===== config.mk =====
export PLATFORM = sky130hd
export DESIGN_NAME = bbox_issue_ctl_flat
export DESIGN_NICKNAME = d
export VERILOG_FILES = /design/src/rtl/bbox_issue_if.sv /design/src/rtl/bbox_issue_ctl.sv /design/src/flat_wrapper.sv
export SDC_FILE = /design/constraint.sdc
export NUM_CORES = 1
export LEC_CHECK = 0
export CORE_UTILIZATION = 60
export DETAILED_ROUTE_END_ITERATION = 6
export GPL_TIMING_DRIVEN = 0
export PLACE_DENSITY_LB_ADDON = 0.15
export SLEW_MARGIN = 10
export SYNTH_ARGS = -nofsm -noshare
export SYNTH_HDL_FRONTEND = slang
export SYNTH_SLANG_ARGS = --single-unit

===== constraint.sdc =====
create_clock -name intfClk1x -period 8.25 [get_ports intfClk1x]
set_input_delay 1.2375 -clock intfClk1x [delete_from_list [all_inputs] [get_ports intfClk1x]]
set_output_delay 1.2375 -clock intfClk1x [all_outputs]
set_load 0.005 [all_outputs]

===== src/rtl/bbox_issue_if.sv =====
// bbox_issue_if: request, bbox operand/result and response signals of bbox_issue_ctl.
//
// Groups:
//   request  : i_req_vld/o_req_rdy handshake with tag, A, B, scalar and arc0 operands
//   bbox bus : o_va/o_vb/o_scalar/o_arc0/o_issue to the personality, i_vt/i_vm back
//   response : o_rsp_vld/i_rsp_rdy handshake with data, tag and match flag
//   status   : o_inflight, o_idle
// Modports: slave is the controller side; master is the requester/bbox/consumer side.
// TAG_W and FIFO_DEPTH must match the values given to bbox_issue_ctl.
interface bbox_issue_if #(
    parameter int unsigned TAG_W      = 8,
    parameter int unsigned FIFO_DEPTH = 16
);
    localparam int unsigned CntW = $clog2(FIFO_DEPTH) + 1;

    logic             i_req_vld;
    logic             o_req_rdy;
    logic [TAG_W-1:0] i_req_tag;
    logic [63:0]      i_req_a;
    logic [63:0]      i_req_b;
    logic [63:0]      i_req_scalar;
    logic [11:0]      i_req_arc0;

    logic [63:0]      o_va;
    logic [63:0]      o_vb;
    logic [63:0]      o_scalar;
    logic [11:0]      o_arc0;
    logic             o_issue;
    logic [63:0]      i_vt;
    logic             i_vm;

    logic             o_rsp_vld;
    logic             i_rsp_rdy;
    logic [63:0]      o_rsp_data;
    logic [TAG_W-1:0] o_rsp_tag;
    logic             o_rsp_vm;

    logic [CntW-1:0]  o_inflight;
    logic             o_idle;

    modport slave (
        input  i_req_vld, i_req_tag, i_req_a, i_req_b, i_req_scalar, i_req_arc0,
        input  i_vt, i_vm, i_rsp_rdy,
        output o_req_rdy, o_va, o_vb, o_scalar, o_arc0, o_issue,
        output o_rsp_vld, o_rsp_data, o_rsp_tag, o_rsp_vm, o_inflight, o_idle
    );

    modport master (
        output i_req_vld, i_req_tag, i_req_a, i_req_b, i_req_scalar, i_req_arc0,
        output i_vt, i_vm, i_rsp_rdy,
        input  o_req_rdy, o_va, o_vb, o_scalar, o_arc0, o_issue,
        input  o_rsp_vld, o_rsp_data, o_rsp_tag, o_rsp_vm, o_inflight, o_idle
    );
endinterface


===== src/rtl/bbox_issue_ctl.sv =====
// bbox_issue_ctl: upstream driver for the black-box vector personality.
//
// Accepts tagged operand requests, registers them onto the bbox operand bus (one slot per
// clock), tracks each slot's {valid, tag} through a PIPE_LAT-deep delay line aligned with
// the bbox result, and captures valid results into a first-word-fall-through response FIFO.
// Issue is credit-throttled on (in-flight + FIFO occupancy) so a capture never finds the
// FIFO full.
//
// Ports:
//   intfClk1x     sole clock
//   reset_n       synchronous active-low reset
//   bus           bbox_issue_if.slave (request, bbox operand/result, response, status)
//   o_stat_issued accepted-request counter, saturating   (BBOX_ISSUE_STATS_EN only)
//   o_stat_stall  cycles with a request held off, saturating (BBOX_ISSUE_STATS_EN only)
//
// Optional feature: define BBOX_ISSUE_STATS_EN to add the two statistics counters.
// PIPE_LAT must be >= 2; FIFO_DEPTH must be a power of two and >= PIPE_LAT+2.
module bbox_issue_ctl #(
    parameter int unsigned PIPE_LAT   = 8,
    parameter int unsigned FIFO_DEPTH = 16,
    parameter int unsigned TAG_W      = 8
) (
    input  logic        intfClk1x,
    input  logic        reset_n,
`ifdef BBOX_ISSUE_STATS_EN
    output logic [31:0] o_stat_issued,
    output logic [31:0] o_stat_stall,
`endif
    bbox_issue_if.slave bus
);
    localparam int unsigned PtrW = $clog2(FIFO_DEPTH);
    localparam int unsigned CntW = PtrW + 1;
    localparam logic [CntW:0] DepthC = (CntW + 1)'(FIFO_DEPTH);

    typedef struct packed {
        logic [63:0]      data;
        logic             vm;
        logic [TAG_W-1:0] tag;
    } rsp_t;

    // Operand bus registers
    logic [63:0]      va_q, vb_q, scalar_q;
    logic [11:0]      arc0_q;
    logic             issue_q;
    logic [TAG_W-1:0] issue_tag_q;

    // Slot tracking delay line; the last stage lines up with i_vt/i_vm
    logic [PIPE_LAT-1:0] dl_vld_q;
    logic [TAG_W-1:0]    dl_tag_q [PIPE_LAT];

    // Response FIFO
    rsp_t            mem_q [FIFO_DEPTH];
    logic [PtrW-1:0] wr_ptr_q, rd_ptr_q;
    logic [CntW-1:0] fifo_cnt_q, fifo_cnt_d;
    logic [CntW-1:0] inflight_q, inflight_d;

    logic [CntW:0] credit_used;
    logic          req_rdy;
    logic          accept;
    logic          capture;
    logic          rsp_vld;
    logic          pop;

    // Both credit terms are registered, so ready never depends on this cycle's handshakes
    assign credit_used = {1'b0, inflight_q} + {1'b0, fifo_cnt_q};
    assign req_rdy     = reset_n && (credit_used < DepthC);
    assign accept      = bus.i_req_vld && req_rdy;
    assign capture     = dl_vld_q[PIPE_LAT-1];
    assign rsp_vld     = (fifo_cnt_q != '0);
    assign pop         = rsp_vld && bus.i_rsp_rdy;

    always_comb begin
        inflight_d = inflight_q;
        if (accept && !capture) begin
            inflight_d = inflight_q + CntW'(1);
        end else if (!accept && capture) begin
            inflight_d = inflight_q - CntW'(1);
        end
    end

    always_comb begin
        fifo_cnt_d = fifo_cnt_q;
        if (capture && !pop) begin
            fifo_cnt_d = fifo_cnt_q + CntW'(1);
        end else if (!capture && pop) begin
            fifo_cnt_d = fifo_cnt_q - CntW'(1);
        end
    end

    // Idle slots drive zero operands; the bbox still runs them but their results are dropped
    always_ff @(posedge intfClk1x) begin
        if (!reset_n) begin
            va_q        <= '0;
            vb_q        <= '0;
            scalar_q    <= '0;
            arc0_q      <= '0;
            issue_q     <= 1'b0;
            issue_tag_q <= '0;
        end else if (accept) begin
            va_q        <= bus.i_req_a;
            vb_q        <= bus.i_req_b;
            scalar_q    <= bus.i_req_scalar;
            arc0_q      <= bus.i_req_arc0;
            issue_q     <= 1'b1;
            issue_tag_q <= bus.i_req_tag;
        end else begin
            va_q        <= '0;
            vb_q        <= '0;
            scalar_q    <= '0;
            arc0_q      <= '0;
            issue_q     <= 1'b0;
            issue_tag_q <= '0;
        end
    end

    // Stage 0 loads from the operand-bus slot, so stage PIPE_LAT-1 holds the slot whose
    // operands were on the bus PIPE_LAT cycles ago, matching the bbox result.
    always_ff @(posedge intfClk1x) begin
        if (!reset_n) begin
            dl_vld_q <= '0;
            for (int i = 0; i < PIPE_LAT; i++) begin
                dl_tag_q[i] <= '0;
            end
        end else begin
            dl_vld_q    <= {dl_vld_q[PIPE_LAT-2:0], issue_q};
            dl_tag_q[0] <= issue_tag_q;
            for (int i = 1; i < PIPE_LAT; i++) begin
                dl_tag_q[i] <= dl_tag_q[i-1];
            end
        end
    end

    // Storage only; occupancy is tracked by the pointers and count, so no reset is needed
    always_ff @(posedge intfClk1x) begin
        if (reset_n && capture) begin
            mem_q[wr_ptr_q] <= '{data: bus.i_vt, vm: bus.i_vm, tag: dl_tag_q[PIPE_LAT-1]};
        end
    end

    always_ff @(posedge intfClk1x) begin
        if (!reset_n) begin
            wr_ptr_q   <= '0;
            rd_ptr_q   <= '0;
            fifo_cnt_q <= '0;
            inflight_q <= '0;
        end else begin
            if (capture) begin
                wr_ptr_q <= wr_ptr_q + PtrW'(1);
            end
            if (pop) begin
                rd_ptr_q <= rd_ptr_q + PtrW'(1);
            end
            fifo_cnt_q <= fifo_cnt_d;
            inflight_q <= inflight_d;
        end
    end

`ifdef BBOX_ISSUE_STATS_EN
    logic [31:0] stat_issued_q, stat_stall_q;

    always_ff @(posedge intfClk1x) begin
        if (!reset_n) begin
            stat_issued_q <= '0;
            stat_stall_q  <= '0;
        end else begin
            if (accept && (stat_issued_q != '1)) begin
                stat_issued_q <= stat_issued_q + 32'd1;
            end
            if (bus.i_req_vld && !req_rdy && (stat_stall_q != '1)) begin
                stat_stall_q <= stat_stall_q + 32'd1;
            end
        end
    end

    assign o_stat_issued = stat_issued_q;
    assign o_stat_stall  = stat_stall_q;
`endif

    assign bus.o_req_rdy  = req_rdy;
    assign bus.o_va       = va_q;
    assign bus.o_vb       = vb_q;
    assign bus.o_scalar   = scalar_q;
    assign bus.o_arc0     = arc0_q;
    assign bus.o_issue    = issue_q;
    assign bus.o_rsp_vld  = rsp_vld;
    assign bus.o_rsp_data = mem_q[rd_ptr_q].data;
    assign bus.o_rsp_tag  = mem_q[rd_ptr_q].tag;
    assign bus.o_rsp_vm   = mem_q[rd_ptr_q].vm;
    assign bus.o_inflight = inflight_q;
    assign bus.o_idle     = (inflight_q == '0) && (fifo_cnt_q == '0);

endmodule


===== src/flat_wrapper.sv =====
// flat-port wrapper written by rule: the top's interface ports become plain ports
module bbox_issue_ctl_flat 
#(
    parameter int unsigned PIPE_LAT   = 8,
    parameter int unsigned FIFO_DEPTH = 16,
    parameter int unsigned TAG_W      = 8
)
  (intfClk1x, reset_n, bus_i_req_vld, bus_i_req_tag, bus_i_req_a, bus_i_req_b, bus_i_req_scalar, bus_i_req_arc0, bus_i_vt, bus_i_vm, bus_i_rsp_rdy, bus_o_req_rdy, bus_o_va, bus_o_vb, bus_o_scalar, bus_o_arc0, bus_o_issue, bus_o_rsp_vld, bus_o_rsp_data, bus_o_rsp_tag, bus_o_rsp_vm, bus_o_inflight, bus_o_idle);
  bbox_issue_if #(.TAG_W(TAG_W), .FIFO_DEPTH(FIFO_DEPTH)) bus_i ();
  input  logic intfClk1x;
  input  logic reset_n;
  input wire logic [$bits(bus_i.i_req_vld)-1:0] bus_i_req_vld;
  input wire logic [$bits(bus_i.i_req_tag)-1:0] bus_i_req_tag;
  input wire logic [$bits(bus_i.i_req_a)-1:0] bus_i_req_a;
  input wire logic [$bits(bus_i.i_req_b)-1:0] bus_i_req_b;
  input wire logic [$bits(bus_i.i_req_scalar)-1:0] bus_i_req_scalar;
  input wire logic [$bits(bus_i.i_req_arc0)-1:0] bus_i_req_arc0;
  input wire logic [$bits(bus_i.i_vt)-1:0] bus_i_vt;
  input wire logic [$bits(bus_i.i_vm)-1:0] bus_i_vm;
  input wire logic [$bits(bus_i.i_rsp_rdy)-1:0] bus_i_rsp_rdy;
  output wire logic [$bits(bus_i.o_req_rdy)-1:0] bus_o_req_rdy;
  output wire logic [$bits(bus_i.o_va)-1:0] bus_o_va;
  output wire logic [$bits(bus_i.o_vb)-1:0] bus_o_vb;
  output wire logic [$bits(bus_i.o_scalar)-1:0] bus_o_scalar;
  output wire logic [$bits(bus_i.o_arc0)-1:0] bus_o_arc0;
  output wire logic [$bits(bus_i.o_issue)-1:0] bus_o_issue;
  output wire logic [$bits(bus_i.o_rsp_vld)-1:0] bus_o_rsp_vld;
  output wire logic [$bits(bus_i.o_rsp_data)-1:0] bus_o_rsp_data;
  output wire logic [$bits(bus_i.o_rsp_tag)-1:0] bus_o_rsp_tag;
  output wire logic [$bits(bus_i.o_rsp_vm)-1:0] bus_o_rsp_vm;
  output wire logic [$bits(bus_i.o_inflight)-1:0] bus_o_inflight;
  output wire logic [$bits(bus_i.o_idle)-1:0] bus_o_idle;
  assign bus_i.i_req_vld = bus_i_req_vld;
  assign bus_i.i_req_tag = bus_i_req_tag;
  assign bus_i.i_req_a = bus_i_req_a;
  assign bus_i.i_req_b = bus_i_req_b;
  assign bus_i.i_req_scalar = bus_i_req_scalar;
  assign bus_i.i_req_arc0 = bus_i_req_arc0;
  assign bus_i.i_vt = bus_i_vt;
  assign bus_i.i_vm = bus_i_vm;
  assign bus_i.i_rsp_rdy = bus_i_rsp_rdy;
  assign bus_o_req_rdy = bus_i.o_req_rdy;
  assign bus_o_va = bus_i.o_va;
  assign bus_o_vb = bus_i.o_vb;
  assign bus_o_scalar = bus_i.o_scalar;
  assign bus_o_arc0 = bus_i.o_arc0;
  assign bus_o_issue = bus_i.o_issue;
  assign bus_o_rsp_vld = bus_i.o_rsp_vld;
  assign bus_o_rsp_data = bus_i.o_rsp_data;
  assign bus_o_rsp_tag = bus_i.o_rsp_tag;
  assign bus_o_rsp_vm = bus_i.o_rsp_vm;
  assign bus_o_inflight = bus_i.o_inflight;
  assign bus_o_idle = bus_i.o_idle;
  bbox_issue_ctl #(.PIPE_LAT(PIPE_LAT), .FIFO_DEPTH(FIFO_DEPTH), .TAG_W(TAG_W)) u_core (.intfClk1x(intfClk1x), .reset_n(reset_n), .bus(bus_i));
endmodule

; After elaboration in Yosys (flattened, before gate mapping)
; Memory sizes are Yosys's and may differ from the RTL's. A register that Yosys moved wholly into a read port is not among the register bits.
; Cells that the tools add are included.
[totals]
output_inout_bits = 286
mem_count = 2
inputBits = 281
reg_bits = 239
word_cells = 66
ram_bits = 1232
latchBits = 0
romBits = 0
[classes]
n_eq_ne = 0
n_reduce_logical = 18
bitwise = 8
magnitude_cmp = 1
add_sub_neg = 7
n_div = 0
multipliers = 0
mux = 19
n_shift = 0
[memory_table]
columns = name, depth, word_bits, rd, rd_clocked_by_memory_dff, wr, line
row1 = u_core.mem_q, 16, 73, 1, 1, 1, bbox_issue_ctl.sv:52  ; rsp_t mem_q [FIFO_DEPTH];
row2 = u_core.dl_tag_q, 8, 8, 8, 0, 8, bbox_issue_ctl.sv:49  ; logic [TAG_W-1:0] dl_tag_q [PIPE_LAT];
[ops]
columns = cell, count
row1 = 8-bit 2-to-1 mux, 8
row2 = 5-bit 2-to-1 mux, 4
row3 = 5-bit by 1-bit adder with 5-bit output (second input constant), 2
row4 = 5-bit logical NOT, 2
row5 = 5-bit by 1-bit subtractor with 5-bit output (second input constant), 2
row6 = 1-bit logical AND, 9
row7 = 4-bit by 1-bit adder with 4-bit output (second input constant), 2
row8 = 4-bit 2-to-1 mux, 2
row9 = 1-bit bitwise OR, 8
row10 = 5-bit by 5-bit adder with 6-bit output, 1
row11 = 6-bit by 5-bit less-than comparator with 1-bit output (second input constant), 1
row12 = 1-bit 2-to-1 mux, 5
row13 = 5-bit nonzero test, 1
row14 = 2-bit nonzero test, 2
row15 = 1-bit logical NOT, 3
row16 = 2-bit AND reduction, 1

; Depth between registers and ports, before layout
[depth]
ltp_word = 8
ltp_mapped = 13
depth_no_buf = 12

; Worst setup path after synthesis
; Ideal clock, no wire load.
[synth_path]
path_type = input -> register
from = input reset_n
to = memory u_core.mem_q[0][0] in the netlist's numbering, enable pin
setup_slack_ps = 4406
setup_ps = 439
t_arrival_ps = 3405
required_time_ps = 7811
path_buffers = 1
cell_stages = 4
path_cell_list = buf_4 -> nand2_1 -> nor3_1 -> and2_1
[synth_via]
elab_chain_len = 3
[synth_rtl]
columns = item, line
row1 = start: declaration, flat_wrapper.sv:11  ; input logic reset_n;
row2 = 1-bit logical AND, bbox_issue_ctl.sv:135  ; if (reset_n && capture) begin
row3 = 1-bit 2-to-1 mux, bbox_issue_ctl.sv:135
row4 = 1-bit 2-to-1 mux (not written as such), bbox_issue_ctl.sv:136  ; mem_q[wr_ptr_q] <= '{data: bus.i_vt, vm: bus.i_vm, tag: dl_tag_q[PIPE_LAT-1]};
row5 = end: declaration, bbox_issue_ctl.sv:52
; Every way passes these cells.

==> metrics.md <==
| Metric | Value |
|---|---|
| Outcome | `finished, final reports clean` |
| Post-synthesis sequential area ratio | `0.784` |
| EDFF count, synth | `around 1200` |
| Vias | `roughly 29000` |
| Sequential Area | `41200 µm²` |
| Synth Flop Type | `edfxtp_1` |
| Max Buffers Root-to-Sink | `3` |
| DR vias/cell | `approximately 6.4` |
| Unrepaired setup endpoints after global routing | `no` |
| Clk_skew | `about 21 ps` |
| Drt initial violations | `roughly 3600` |
| Worst-Margin Slew | `between 1000 and 1500 ps` |
| Post-Syn Area | `52600 µm²` |
| Layout area overhead | `23.3%` |
| Hold path cells | `1` |
| Final Hold Fails | `0` |
| Async SR Flop Fraction | `0` |
| H-tree depth | `4` |
| Multi-input gate area | `10700 µm²` |
| Setup CP Type | `register to primary output` |
| Worst VDD drop | `~0.24 mV` |
| Top cells by area, synth | `edfxtp_1, mux4_2, dfxtp_1` |
| Post-cts gate resize count | `0` |
| Post CTS Setup Buffer Count | `0` |
| Initial core utilization | `0.606` |
| Yosys warns | `0` |
| F_max | `181 MHz` |
| Initial antenna violation count | `19` |
| Vias in the first global route | `30300` |
| Die Footprint | `~90000 µm²` |
| Power Dens Cells | `around 270 nW/µm²` |
| Core area | `86800 µm²` |
| Worst hold start | `u_core.issue_tag_q[3]$_SDFF_PN0_` |
| Worst Hold Endpoint | `u_core.dl_tag_q[0][3]$_SDFF_PN0_` |
| Synth Area in XOR/XNOR | `0.00150` |
| Most common library cell in the layout ignoring fill and taps | `edfxtp_1` |
| Share of cells above drive strength 1 | `0.175` |
| Worst R2R Path Depth | `13` |
| CTS Hold Bufs | `0` |
| Worst skew pair latency | `around 750 ps` |
| Hpwl dp | `99400 µm` |
| WL final | `159000 µm` |
| Final setup viols | `0` |
| First-pass GRT wire length | `between 200000 and 250000 µm` |
| Post-DRT Antenna Nets | `0` |
| Drt drc | `0` |
| Minimum period implied by the final worst setup slack | `about 5500 ps` |
| P_leak | `21.7 nW` |
| Most frequent cells in the layout | `edfxtp_1, clkdlybuf4s50_1, dfxtp_1` |
| Synthesis-stage register bit count | `~1500` |
| Reg2reg end | `u_core.bus.o_inflight[3]$_SDFFE_PN0P_` |
| Buffers added on ports | `between 500 and 600` |
| Grt ovf | `0` |
| Mux contribution to synthesized area | `0.126` |
| Largest family of logic cells by synthesized area | `multiplexers` |
| Setup crit start kind | `register` |
| Cell count after synthesis | `2554` |
| Total CTS buffers | `between 100 and 150` |
| Synth Area in Adders | `0.00481` |
| Netlist cell types | `40` |
| Worst slew margin | `0.168` |
| Fin nets | `3587` |
| Die height | `between 200 and 300 µm` |
| Final period utilization | `0.670` |
| WP data arrival | `roughly 4300 ps` |
| Wirelength per Cell | `between 30 and 40 µm` |
| Worst-path fanout max | `10` |
| Io pins | `between 500 and 600` |
| Filler cell count | `between 4000 and 5000` |
| Mapped Nets | `around 2900` |
| PnR Total Power | `approximately 0.018 W` |
| Clk slew on worst S/H paths | `60 ps` |
| Row count | `around 110` |
| MaxCap Viol Count | `0` |
| Root Buffer | `clkbuf_16` |
| Hold crit path type | `register to register` |
| Total GRT Usage | `0.361` |
| Die W | `298 µm` |
| Reg2reg start | `u_core.bus.o_inflight[1]$_SDFFE_PN0P_` |
| Top cell type's share of synthesized area | `0.667` |
| Mean area per synthesized cell | `around 21 µm²` |
| Compound-Gate Fraction of Synth Area | `0.0234` |
| TritonCTS clock tree | `built` |
| Pins Over Slew Limit | `0` |
| Fin Setup TNS | `0 ps` |
| DR pass1 iterations | `5` |
| R2r setup slk | `about 4800 ps` |
| Largest net degree at the start of global routing | `45` |
| CP Data Required Time | `7010 ps` |
| Num Clock Sinks | `between 1000 and 1500` |
| Largest area contributor in the netlist | `edfxtp_1` |
| Post-Synth Simple-Gate Area | `0.0468` |
| Routability cong. | `around 1.1` |
| CP endpoint kind | `primary output` |
report_power, final:
group          internal (W)  leakage [nW]  switching (W)  total (W)
Combinational       0.00144          6.72        0.00151    0.00295
Sequential          0.00816          12.7      0.0000960    0.00825
Clock               0.00355          2.21        0.00281    0.00636
Total                0.0131          21.7        0.00441     0.0176
final cells by class:
type                            count  area share
Tap cell                         1155      0.0223
Sequential cell                  1475       0.636
Antenna cell                       14    0.000540
Timing Repair Buffer              588      0.0959
Buffer                            156      0.0104
Multi-Input combinational cell    917       0.165
Clock inverter                     73     0.00955
Clock buffer                      186      0.0601
Inverter                            6    0.000347
worst max-delay path by stage:
stage / from / endpoint / slack [ps] / cells after the start
2_1_floorplan: reset_n / u_core.mem_q[0][0]$_DFFE_PP_ / 4410 / 4
3_3_place_gp: reset_n / u_core.mem_q[14][25]$_DFFE_PP_ / 2320 / 4
3_5_place_dp: register / bus_o_rsp_data[4] / 3770 / 6
4_1_cts: register / bus_o_rsp_data[14] / 2800 / 6
5_1_grt: register / bus_o_rsp_data[14] / 2770 / 6
6_report: register / bus_o_rsp_data[14] / 2720 / 6
synth_stat cells, types with 2 or more instances:
cell / n
a21o_1: 3
nor3_1: 4
mux4_2: 292
nor2b_1: 6
nand2_1: 79
or4b_2: 2
clkbuf_1: 93
ha_1: 17
buf_4: 7
edfxtp_1: 1168
inv_1: 6
o21a_1: 2
xnor2_1: 8
a22oi_1: 146
nor2_1: 5
a31oi_1: 2
and2_1: 101
a21oi_1: 4
dfxtp_1: 307
mux2i_1: 6
nand2b_1: 2
nand4b_1: 2
buf_2: 33
or4_1: 2
a211oi_1: 2
fa_1: 2
nand3_1: 8
and3_1: 212
buf_1: 12
clkbuf_2: 10
o21ai_0: 2
critical path, stage by stage (launching register included):
cell             delay [ps]
dfxtp_1                 370
clkbuf_1                940
clkbuf_1                730
mux4_2                  430
a22oi_1                 400
nand2_1                 150
clkdlybuf4s50_1         510
metal layers:
layer / global-route usage / share of wire / vias to the layer above
met4: 0.140 / 0.039 / 6
met3: 0.0776 / 0.095 / 319
met5: 0 / 0.00021 / -
li1: - / - / 11800
met1: 0.455 / 0.35 / 15100
met2: 0.617 / 0.52 / 2150
flip-flops by register name, summed over array words and instances, names as in the netlist, 8 cells and up, named ones only:
| signal | cells |
|---|---|
| u_core.dl_tag_q | 64 |
| u_core.bus.o_arc0 | 12 |
| u_core.issue_tag_q | 8 |
| u_core.dl_vld_q | 8 |
| u_core.mem_q | 1168 |
| u_core.bus.o_vb | 64 |
| u_core.bus.o_scalar | 64 |
| u_core.bus.o_va | 64 |
metrics by stage:
step / hold slack, ps / utilization / instances / area, µm² / setup WS, ps
2_1_floorplan: 412 / - / 2554 / 52600 / 4410
3_3_place_gp: 415 / 0.688 / 4273 / 59700 / 2320
3_5_place_dp: 419 / 0.695 / 4297 / 60300 / 3770
4_1_cts: 428 / 0.747 / 4556 / 64800 / 2800
5_1_grt: 443 / 0.747 / 4562 / 64800 / 2770
6_report: 430 / 0.747 / 4570 / 64800 / 2720
kinds of logic (layout without fill, tap and decap cells):
family          after synthesis  count (layout)
fa+ha+maj                    19              19
flops                      1475            1475
xor+xnor                      9               9
simple gates                426             426
other cells                   0              14
buf+inv                     162            1009
mux                         298             298
compound gates              165             165
No activity file was read; power rests on OpenSTA's default activity.
